**src/rtl/noc_response_axi_wide.sv**
```systemverilog
// NoC response to AXI R/B converter: turns L2 response messages (header + 64-bit payload flits)
// into AXI read-data beats and write responses, matched in order against pushed transaction info.

module noc_resp_fifo #(
    parameter int WIDTH = 8,
    parameter int DEPTH = 4
) (
    input  logic             clk,
    input  logic             rst,
    input  logic             push,
    input  logic [WIDTH-1:0] wdata,
    input  logic             pop,
    output logic [WIDTH-1:0] rdata,
    output logic             full,
    output logic             empty
);
    localparam int AW = $clog2(DEPTH);

    logic [WIDTH-1:0] mem [DEPTH];
    logic [AW:0]      wr_ptr;
    logic [AW:0]      rd_ptr;

    // Extra pointer bit distinguishes full from empty when the indices coincide.
    assign empty = (wr_ptr == rd_ptr);
    assign full  = (wr_ptr[AW] != rd_ptr[AW]) && (wr_ptr[AW-1:0] == rd_ptr[AW-1:0]);
    assign rdata = mem[rd_ptr[AW-1:0]];

    always_ff @(posedge clk) begin
        if (push) begin
            mem[wr_ptr[AW-1:0]] <= wdata;
        end
    end

    always_ff @(posedge clk or posedge rst) begin
        if (rst) begin
            wr_ptr <= '0;
            rd_ptr <= '0;
        end else begin
            if (push) wr_ptr <= wr_ptr + 1'b1;
            if (pop)  rd_ptr <= rd_ptr + 1'b1;
        end
    end
endmodule

module noc_response_axi_wide #(
    parameter int AXI_DATA_WIDTH = 64,
    parameter int AXI_ID_WIDTH   = 4,
    parameter int TXN_DEPTH      = 16,
    parameter int RDATA_DEPTH    = 16,
    parameter int B_DEPTH        = 4
) (
    input  logic                      clk,
    input  logic                      rst,
    input  logic                      noc_valid_in,
    input  logic [63:0]               noc_data_in,
    output logic                      noc_ready_out,
    input  logic                      txn_valid,
    output logic                      txn_ready,
    input  logic [AXI_ID_WIDTH-1:0]   txn_id,
    input  logic                      txn_is_store,
    input  logic                      txn_last,
    output logic [AXI_ID_WIDTH-1:0]   m_axi_rid,
    output logic [AXI_DATA_WIDTH-1:0] m_axi_rdata,
    output logic [1:0]                m_axi_rresp,
    output logic                      m_axi_rlast,
    output logic                      m_axi_rvalid,
    input  logic                      m_axi_rready,
    output logic [AXI_ID_WIDTH-1:0]   m_axi_bid,
    output logic [1:0]                m_axi_bresp,
    output logic                      m_axi_bvalid,
    input  logic                      m_axi_bready,
    output logic                      idle,
    output logic                      err_unexpected
);
    localparam int F        = AXI_DATA_WIDTH / 64;
    localparam int IDW      = AXI_ID_WIDTH;
    localparam int LEN_W    = 8;
    localparam int TXN_W    = IDW + 2;
    localparam int R_W      = IDW + AXI_DATA_WIDTH + 3;
    localparam int B_W      = IDW + 2;
    localparam logic [7:0] DATA_ACK   = 8'd36;
    localparam logic [7:0] NODATA_ACK = 8'd37;

    typedef enum logic [1:0] {HDR, RD, ST, DROP} state_t;

    state_t state, state_next;

    logic [LEN_W-1:0]          cnt, len_q, hdr_len;
    logic [7:0]                hdr_type;
    logic [1:0]                hdr_resp, cur_resp;
    logic [IDW-1:0]            cur_id, head_id;
    logic                      cur_last, head_store, head_last;
    logic [AXI_DATA_WIDTH-1:0] beat_q, beat_next;
    logic [31:0]               slot;
    logic                      final_flit, beat_done, hdr_b_now, flit_fire;

    logic             txn_full, txn_empty, txn_pop;
    logic [TXN_W-1:0] txn_head;
    logic             r_push, r_full, r_empty;
    logic [R_W-1:0]   r_wdata, r_head;
    logic             b_push, b_full, b_empty;
    logic [B_W-1:0]   b_wdata, b_head;

    function automatic logic [63:0] swendian64(input logic [63:0] d);
        logic [63:0] s;
        for (int i = 0; i < 8; i++) begin
            s[i*8 +: 8] = d[(7-i)*8 +: 8];
        end
        return s;
    endfunction

    // Header fields follow the L2 NoC layout: length in [29:22], message type in [21:14].
    assign hdr_len  = noc_data_in[29:22];
    assign hdr_type = noc_data_in[21:14];
    assign hdr_resp = (hdr_type == DATA_ACK || hdr_type == NODATA_ACK) ? 2'b00 : 2'b10;

    assign {head_id, head_store, head_last} = txn_head;
    assign hdr_b_now  = !txn_empty && head_store && head_last && (hdr_len == '0);
    assign final_flit = (cnt == len_q - 8'd1);
    assign slot       = 32'(cnt) % 32'(F);
    assign beat_done  = (slot == 32'(F - 1)) || final_flit;
    assign flit_fire  = noc_valid_in && noc_ready_out;

    // Slots above the current flit are still zero, so a short final beat comes out padded.
    always_comb begin
        beat_next = beat_q;
        beat_next[slot*64 +: 64] = swendian64(noc_data_in);
    end

    assign r_wdata = {cur_id, beat_next, cur_resp, cur_last && final_flit};

    always_ff @(posedge clk or posedge rst) begin
        if (rst) state <= HDR;
        else     state <= state_next;
    end

    always_comb begin
        state_next = state;
        case (state)
            HDR: begin
                if (flit_fire) begin
                    if (txn_empty)          state_next = (hdr_len != '0) ? DROP : HDR;
                    else if (hdr_len == '0) state_next = HDR;
                    else if (head_store)    state_next = ST;
                    else                    state_next = RD;
                end
            end
            RD, ST, DROP: begin
                if (flit_fire && final_flit) state_next = HDR;
            end
            default: state_next = HDR;
        endcase
    end

    // Flow control stalls only the flit that actually needs space in a full output FIFO.
    always_comb begin
        noc_ready_out = 1'b0;
        txn_pop       = 1'b0;
        r_push        = 1'b0;
        b_push        = 1'b0;
        b_wdata       = {cur_id, cur_resp};
        case (state)
            HDR: begin
                noc_ready_out = !(hdr_b_now && b_full);
                txn_pop       = noc_valid_in && !(hdr_b_now && b_full) && !txn_empty;
                b_push        = noc_valid_in && !b_full && hdr_b_now;
                b_wdata       = {head_id, hdr_resp};
            end
            RD: begin
                noc_ready_out = !(beat_done && r_full);
                r_push        = noc_valid_in && beat_done && !r_full;
            end
            ST: begin
                noc_ready_out = !(final_flit && cur_last && b_full);
                b_push        = noc_valid_in && final_flit && cur_last && !b_full;
            end
            DROP: noc_ready_out = 1'b1;
            default: noc_ready_out = 1'b0;
        endcase
    end

    always_ff @(posedge clk or posedge rst) begin
        if (rst) begin
            cnt            <= '0;
            len_q          <= '0;
            cur_id         <= '0;
            cur_last       <= 1'b0;
            cur_resp       <= 2'b00;
            beat_q         <= '0;
            err_unexpected <= 1'b0;
        end else if (state == HDR) begin
            cnt    <= '0;
            beat_q <= '0;
            if (flit_fire) begin
                len_q    <= hdr_len;
                cur_id   <= head_id;
                cur_last <= head_last;
                cur_resp <= hdr_resp;
                if (txn_empty) err_unexpected <= 1'b1;
            end
        end else if (flit_fire) begin
            cnt <= cnt + 1'b1;
            if (state == RD) beat_q <= beat_done ? '0 : beat_next;
        end
    end

    // A full txn FIFO still accepts a new entry in the cycle its head is consumed.
    assign txn_ready = !txn_full || txn_pop;

    noc_resp_fifo #(.WIDTH(TXN_W), .DEPTH(TXN_DEPTH)) u_txn_fifo (
        .clk(clk), .rst(rst), .push(txn_valid && txn_ready),
        .wdata({txn_id, txn_is_store, txn_last}), .pop(txn_pop),
        .rdata(txn_head), .full(txn_full), .empty(txn_empty)
    );

    noc_resp_fifo #(.WIDTH(R_W), .DEPTH(RDATA_DEPTH)) u_r_fifo (
        .clk(clk), .rst(rst), .push(r_push), .wdata(r_wdata),
        .pop(m_axi_rvalid && m_axi_rready), .rdata(r_head), .full(r_full), .empty(r_empty)
    );

    noc_resp_fifo #(.WIDTH(B_W), .DEPTH(B_DEPTH)) u_b_fifo (
        .clk(clk), .rst(rst), .push(b_push), .wdata(b_wdata),
        .pop(m_axi_bvalid && m_axi_bready), .rdata(b_head), .full(b_full), .empty(b_empty)
    );

    // Payload outputs read as zero whenever their channel has nothing valid to present.
    assign m_axi_rvalid = !r_empty;
    assign {m_axi_rid, m_axi_rdata, m_axi_rresp, m_axi_rlast} = r_empty ? '0 : r_head;
    assign m_axi_bvalid = !b_empty;
    assign {m_axi_bid, m_axi_bresp} = b_empty ? '0 : b_head;

    assign idle = txn_empty && r_empty && b_empty && (state == HDR);
endmodule

```
**config.mk**
```make
export PLATFORM = sky130hd
export DESIGN_NAME = noc_response_axi_wide
export DESIGN_NICKNAME = d
export VERILOG_FILES = /design/src/rtl/noc_response_axi_wide.sv
export SDC_FILE = /design/constraint.sdc
export NUM_CORES = 1
export LEC_CHECK = 0
export BUFFER_PORTS_ARGS = -buffer_cell sky130_fd_sc_hd__buf_4
export CAP_MARGIN = 20
export CORE_MARGIN = 1
export CORE_UTILIZATION = 58
export CTS_BUF_LIST = sky130_fd_sc_hd__clkbuf_4 sky130_fd_sc_hd__clkbuf_8
export DETAILED_ROUTE_END_ITERATION = 8
export GPL_TIMING_DRIVEN = 0
export PLACE_DENSITY = 0.78
export SLEW_MARGIN = 20
export SYNTH_ARGS = -nofsm -noshare
export SYNTH_HDL_FRONTEND = slang
export SYNTH_SLANG_ARGS = --single-unit
```
**constraint.sdc**
```tcl
create_clock -name clk -period 7.1 [get_ports clk]
set_clock_uncertainty 0.05 [all_clocks]
set_input_delay 0.355 -clock clk [delete_from_list [all_inputs] [get_ports clk]]
set_output_delay 0.355 -clock clk [all_outputs]
set_load 0.01 [all_outputs]
```
# Word-level counts from Yosys, hierarchy flattened
# Memories as Yosys holds them, arrays and structs flattened.
# Index checks and enable logic that the tools add are counted.
[word_totals] mem_count=3 regBits=52 output_inout_bits=83 wordCells=107 ramBits=1256
[memory_table] name="u_r_fifo.mem" words=16 width=71 rd=1 rd_clocked_by_memory_dff=0 write_ports=1 line="19" text="logic [WIDTH-1:0] mem [DEPTH];"
[memory_table] name="u_txn_fifo.mem" words=16 width=6 rd=1 rd_clocked_by_memory_dff=0 write_ports=1 line="19"
[memory_table] name="u_b_fifo.mem" words=4 width=6 rd=1 rd_clocked_by_memory_dff=0 write_ports=1 line="19"
[op_classes] reduce_logical=43 addsub=8 n_eq_ne=17 muxes=23
[op_table] cell="$mux W71" n=1
[op_table] cell="$logic_and A1 B1 Y1" n=25
[op_table] cell="$add A5 B1 Y5 const B" n=4
[op_table] cell="$eq A8 B6 Y1 const B" n=2
[op_table] cell="$mux W8" n=2
[op_table] cell="$mux W2" n=7
[op_table] cell="$mux W6" n=2
[op_table] cell="$eq A5 B5 Y1" n=2
[op_table] cell="$add A8 B1 Y8 const B" n=1
[op_table] cell="$eq A4 B4 Y1" n=2
[op_table] cell="$eq A8 B8 Y1" n=1
[op_table] cell="$logic_not A1 Y1" n=8
[op_table] cell="$logic_not A8 Y1" n=1
[op_table] cell="$mux W1" n=8
[op_table] cell="$reduce_bool A8 Y1" n=1
[op_table] cell="$sub A8 B1 Y8 const B" n=1
[op_table] cell="$add A3 B1 Y3 const B" n=2
[op_table] cell="$eq A2 B2 Y1 const B" n=2
[op_table] cell="$ne A2 B2 Y1 const B" n=2
[op_table] cell="$pmux W1 S4" n=1
[op_table] cell="$pmux W2 S2" n=1
[op_table] cell="$reduce_and A2 Y1" n=2
[op_table] cell="$eq A3 B3 Y1" n=1
[op_table] cell="$ne A1 B1 Y1" n=3
[op_table] cell="8 further kinds" n=9

# Longest topological paths before layout
[logic_depth] word_depth=14 mapped_depth=10

# Hierarchy
# A second synthesis with hierarchy kept.
[hier_totals] hier_cells=2493 area_unflattened_um2=51501.9
[modules_own_cells] module="noc_resp_fifo (u_r_fifo)" instances=1 area_each_um2=43840.8 seq_area_each_um2=34363.0 cells_per_inst=1955
[modules_own_cells] module="noc_resp_fifo (u_txn_fifo)" instances=1 area_each_um2=4317.9 seq_area_each_um2=3133.0 cells_per_inst=216
[modules_own_cells] module="noc_response_axi_wide" instances=1 area_each_um2=2124.5 seq_area_each_um2=625.6 cells_per_inst=259
[modules_own_cells] module="noc_resp_fifo (u_b_fifo)" instances=1 area_each_um2=1218.7 seq_area_each_um2=870.8 cells_per_inst=63

# Least setup slack after synthesis
# OpenSTA, ideal clock, no wires.
[synth_timing] path_kind="reg-to-reg" start="register u_r_fifo.wr_ptr[2]" end="memory u_r_fifo.mem[3][0] (netlist name), enable pin" t_required_ps=6466 t_arrival_ps=6220 path_buffers=1 synth_period_minus_slack_ps=6853 path_stages_with_launch=7 setup_slack_ps=247 setup_time_ps=584 path_cell_list="dfrtp_1 clkbuf_1 xor2_1 nor4_1 a21oi_1 nand2_1 nor3_1"
[synth_via] elab_chain_len=7
[synth_rtl] element="start, declared" line="20" text="logic [AW:0] wr_ptr;"
[synth_rtl] element="start signal, assigned" line="39" text="if (push) wr_ptr <= wr_ptr + 1'b1;"
[synth_rtl] element="$eq A4 B4 Y1" line="25" text="assign full = (wr_ptr[AW] != rd_ptr[AW]) && (wr_ptr[AW-1:0] == rd_ptr[AW-1:0]);"
[synth_rtl] element="$logic_and A1 B1 Y1" line="25"
[synth_rtl] element="$logic_not A1 Y1" line="171" text="r_push = noc_valid_in && beat_done && !r_full;"
[synth_rtl] element="$logic_and A1 B1 Y1" line="171"
[synth_rtl] element="$mux W1" line="162" text="case (state)"
[synth_rtl] element="$mux W1" line="29" text="if (push) begin"
[synth_rtl] element="$mux W1 (not written as such)" line="30" text="mem[wr_ptr[AW-1:0]] <= wdata;"
[synth_rtl] element="end, declared" line="19"
# Several ways; a longest one is shown, not always the timed one.

# Worst setup path in the final report
[layout_timing] start="register u_r_fifo.rd_ptr[3]" end="output port m_axi_rdata[49]"
[layout_via] elab_chain_len=2 word_cells_on_any_way=3 cone_classes="eq/ne: 1; mux: 1; memory: 1"
[layout_rtl] element="start, declared" line="21" text="logic [AW:0] rd_ptr;"
[layout_rtl] element="start signal, assigned" line="40" text="if (pop) rd_ptr <= rd_ptr + 1'b1;"
[layout_rtl] element="$mem_v2 Z16 W71 / $eq A5 B5 Y1 (equally long branches)"
[layout_rtl] element="$mux W71 *" line="228" text="assign {m_axi_rid, m_axi_rdata, m_axi_rresp, m_axi_rlast} = r_empty ? '0 : r_head;"
[layout_rtl] element="end, declared" line="63" text="output logic [AXI_DATA_WIDTH-1:0] m_axi_rdata,"
# Mark *: on every way between the ends. The rest lies on a longest branch, timed or not.

==> summary.md <==
| Metric | Value |
|---|---|
| Status | completed |
| CP max FO | 10 |
| Top-area cell type share of the netlist area | 0.7430 |
| Reg clk slew, reported paths | ~0.060 ns |
| Commonest non-fill, non-tap cell in the layout | edfxtp_1 |
| Sw Ratio | 0.3101 |
| Number of global-route vias before repair | 26550 |
| Register area share after synthesis | 0.7685 |
| Final hold vios | 0 |
| Die Width | slightly below 300 um |
| Rows | 107 |
| GP Congestion | 0.8191 |
| Setup WS post-layout | 1.684 ns |
| Final cell count without fillers | 3996 |
| Internal power | 0.01557 W |
| Synth Warn # | 0 |
| Core Region | 0.08528 sq mm |
| Worst Setup Start Kind | register |
| CTS tree | done |
| Seq. cell area | ~0.038 sq mm |
| Via density per instance | 6.336 |
| WL final | 121300 um |
| Leakage | 19.51 nW |
| GRT Util Overall | 0.2848 |
| Synthesized area per cell | roughly 23 sq um |
| Fin util | 0.6944 |
| Ys async rst share | 0.03963 |
| R2R cell count | 11 |
| Ys flop type | edfxtp_1 |
| Clk pwr share | 0.265 |
| HP Class | primary input to register |
| First-pass GRT wire length | 173500 um |
| Synth area leader | edfxtp_1 |
| Comb pwr share | 0.331 |
| Worst Path Required | 6.69 ns |
| Worst EP arrival | approximately 5 ns |
| Final period util | 0.7628 |
| Post-layout nets | around 2800 |
| Detailed Routing Iterations Pass 1 | 5 |
| Clk Latency, worst-skew pair | 0.87 ns |
| Max Slew Vio Count | 0 |
| Tot Pwr | 0.02257 W |
| Sequential share of power | 0.404 |
| DR WL/cell | just over 30 um |
| Maximum buffer depth of the clock tree | 3 |
| Pre-CTS setup slack | 2.489 ns |
| Mapped cell area | 0.04995 sq mm |
| DRT antenna net count | 0 |
| Layout cells sized above 1 | 0.3669 |
| Worst vdd ir | between 0.2 and 0.25 mV |
| Crit Path Class | register to output port |
| Setup bufs post-CTS | 0 |
| Final Critical Period | around 5.4 ns |
| Initial antenna violation count | 3 |
| Top cells by area, synth | edfxtp_1 74%, mux4_2 17%, dfrtp_1 2.6%, nor2b_1 0.93%, ha_1 0.43% |
| Netlist cell types | between 60 and 70 |
| CTS H-tree depth | 4 |
| Largest net degree at the start of global routing | 35 |
| EDFF count, synth | between 1000 and 1500 |
| Placed cells | ~3600 |
| Die footprint | a little under 0.09 sq mm |
| Worst setup EP type | output port |
| Psw | 0.006997 W |
| FILL cells | 4865 |
| RSZ-0062 raised after global routing | no |
| Port buffer count | 155 |
| Residual DRC count | 0 |
| Die height | 295.5 um |
| MaxCap Viol Count | 0 |
| # resized after CTS | 0 |
| Pwr dens | 381.1 mW/mm^2 |
| Cts bufs inserted | 194 |
| Initial core utilization | 0.5858 |
| I/O Pins | between 150 and 200 |
| Vias | between 20000 and 30000 |
| Synth-to-Final Area Change | 18.54% |
| Multi-input logic area | 0.01112 sq mm |
| Synthesized flop and latch total | 1287 |
| Hold_buf cts | 76 |
| Commonest non-fill, non-tap cells in the layout | 1236 x edfxtp_1, 383 x mux4_2, 203 x buf_4, 194 x clkbuf_8, 76 x dlygate4sd3_1 |
| Worst hold stages | 2 |
| Syn Inst Count | 2148 |
| Num Clock Sinks | 1287 |
| Clk root buf | clkbuf_8 |
| Slew HR | 0.2422 |
| Violation count after the first detailed-route iteration | between 2000 and 3000 |
| Post-DP HPWL | about 77000 um |
| Setup violators final | 0 |
| Worst slew pin tran | 1.137 ns |
| Max frequency | roughly 180 MHz |
| Hold_ws | ~0.27 ns |
| Total gr overflow | 0 |
-- Yosys cell counts (all sizes together) (2+ instances only) --
cell	count
buf	67
nand2	39
mux2i	5
or3	2
dfrtp	51
xor2	20
and4	2
nand3	14
nor4b	2
xnor2	23
nand2b	6
nor2b	74
mux4	383
and2	14
edfxtp	1236
clkbuf	44
nor3	12
nand4	7
or2	3
a22o	2
nor2	36
nand3b	2
inv	17
mux2	13
nor4	6
ha	17
a32oi	2
a22oi	3
o21ai	13
a21oi	9
or4	3
and3	6
o21a	3
-- worst max-delay path, cell delays in order (launching register included) --
cell      delay [ns]
dfrtp_1         0.33
clkbuf_1        0.82
xor2_1          0.18
nor4_1          0.76
nor2b_1         0.21
clkbuf_2        0.52
clkbuf_1        0.81
nor2b_1         0.25
buf_4           0.23
-- cell type report --
cell class	count	share of cell area
plain buffers	111	0.008536
flip-flops and latches	1287	0.6483
inverters	17	0.001078
clock buffers	260	0.05346
clock inverters	97	0.01135
repair buffers	342	0.06520
well taps	1144	0.02417
multi-input cells	734	0.1877
diodes	4	0.0001690
-- registers in the layout (all words and copies together), names as in the netlist --
signal	flops
u_r_fifo.mem	1120
u_txn_fifo.mem	96
u_b_fifo.mem	20
cnt	8
len_q	8
u_r_fifo.rd_ptr	5
u_r_fifo.wr_ptr	5
u_txn_fifo.rd_ptr	5
u_txn_fifo.wr_ptr	5
cur_id	4
u_b_fifo.rd_ptr	3
u_b_fifo.wr_ptr	3
state	2
cur_last	1
cur_resp	1
err_unexpected	1
-- routing by layer --
| layer | track usage | vias up | wire, um |
|---|---|---|---|
| met5 | 0 | - | 0 |
| met4 | 0.1271 | 0 | 4530 |
| met3 | 0.05886 | 276 | 11300 |
| met2 | 0.4873 | 1627 | 63270 |
| met1 | 0.3531 | 13250 | 42210 |
| li1 | - | 10160 | - |
-- kinds of logic after synthesis --
group                    count (synthesis)  synth area share
AO/OA/AOI/OAI                           42          0.006187
buffers and inverters                  128           0.01120
multiplexers                           401            0.1766
flip-flops                            1287            0.7685
XOR/XNOR                                43          0.007689
adder cells (fa/ha/maj)                 17          0.004258
AND/OR/NAND/NOR                        229           0.02545
other                                    1        0.00007507
-- final timing paths --
kind / from / endpoint / slack (ns)
worst min-delay path: noc_data_in[10] / u_r_fifo.mem[0][53] / 0.27
worst max-delay path: u_r_fifo.rd_ptr[3] / m_axi_rdata[49] / 1.68
worst max register to register: u_r_fifo.rd_ptr[3] / u_r_fifo.mem[0][17] / 2.21
min in group asynchronous: rst / u_txn_fifo.rd_ptr[4] / 0.57
worst min register to register: u_txn_fifo.rd_ptr[4] / u_txn_fifo.rd_ptr[4] / 0.44
max in group asynchronous: rst / cur_id[2] / 5.88
-- stage by stage --
stage          cell area [sq um]  setup TNS (ns)
3_5_place_dp               54590               0
3_3_place_gp               52550        -3761.58
6_report                   59220               0
4_1_cts                    59190               0
5_1_grt                    59220               0
2_1_floorplan              49960               0
-- power by group through the flow --
stage	Sequential, W	Clock [W]	Combinational (W)
2_1_floorplan	0.00919	0	0.00460
3_3_place_gp	0.00929	0	0.00703
3_5_place_dp	0.00925	0	0.00742
4_1_cts	0.00910	0.00604	0.00751
5_1_grt	0.00914	0.00635	0.00786
6_report	0.00911	0.00599	0.00747
Power figures use the tool's default switching activity.
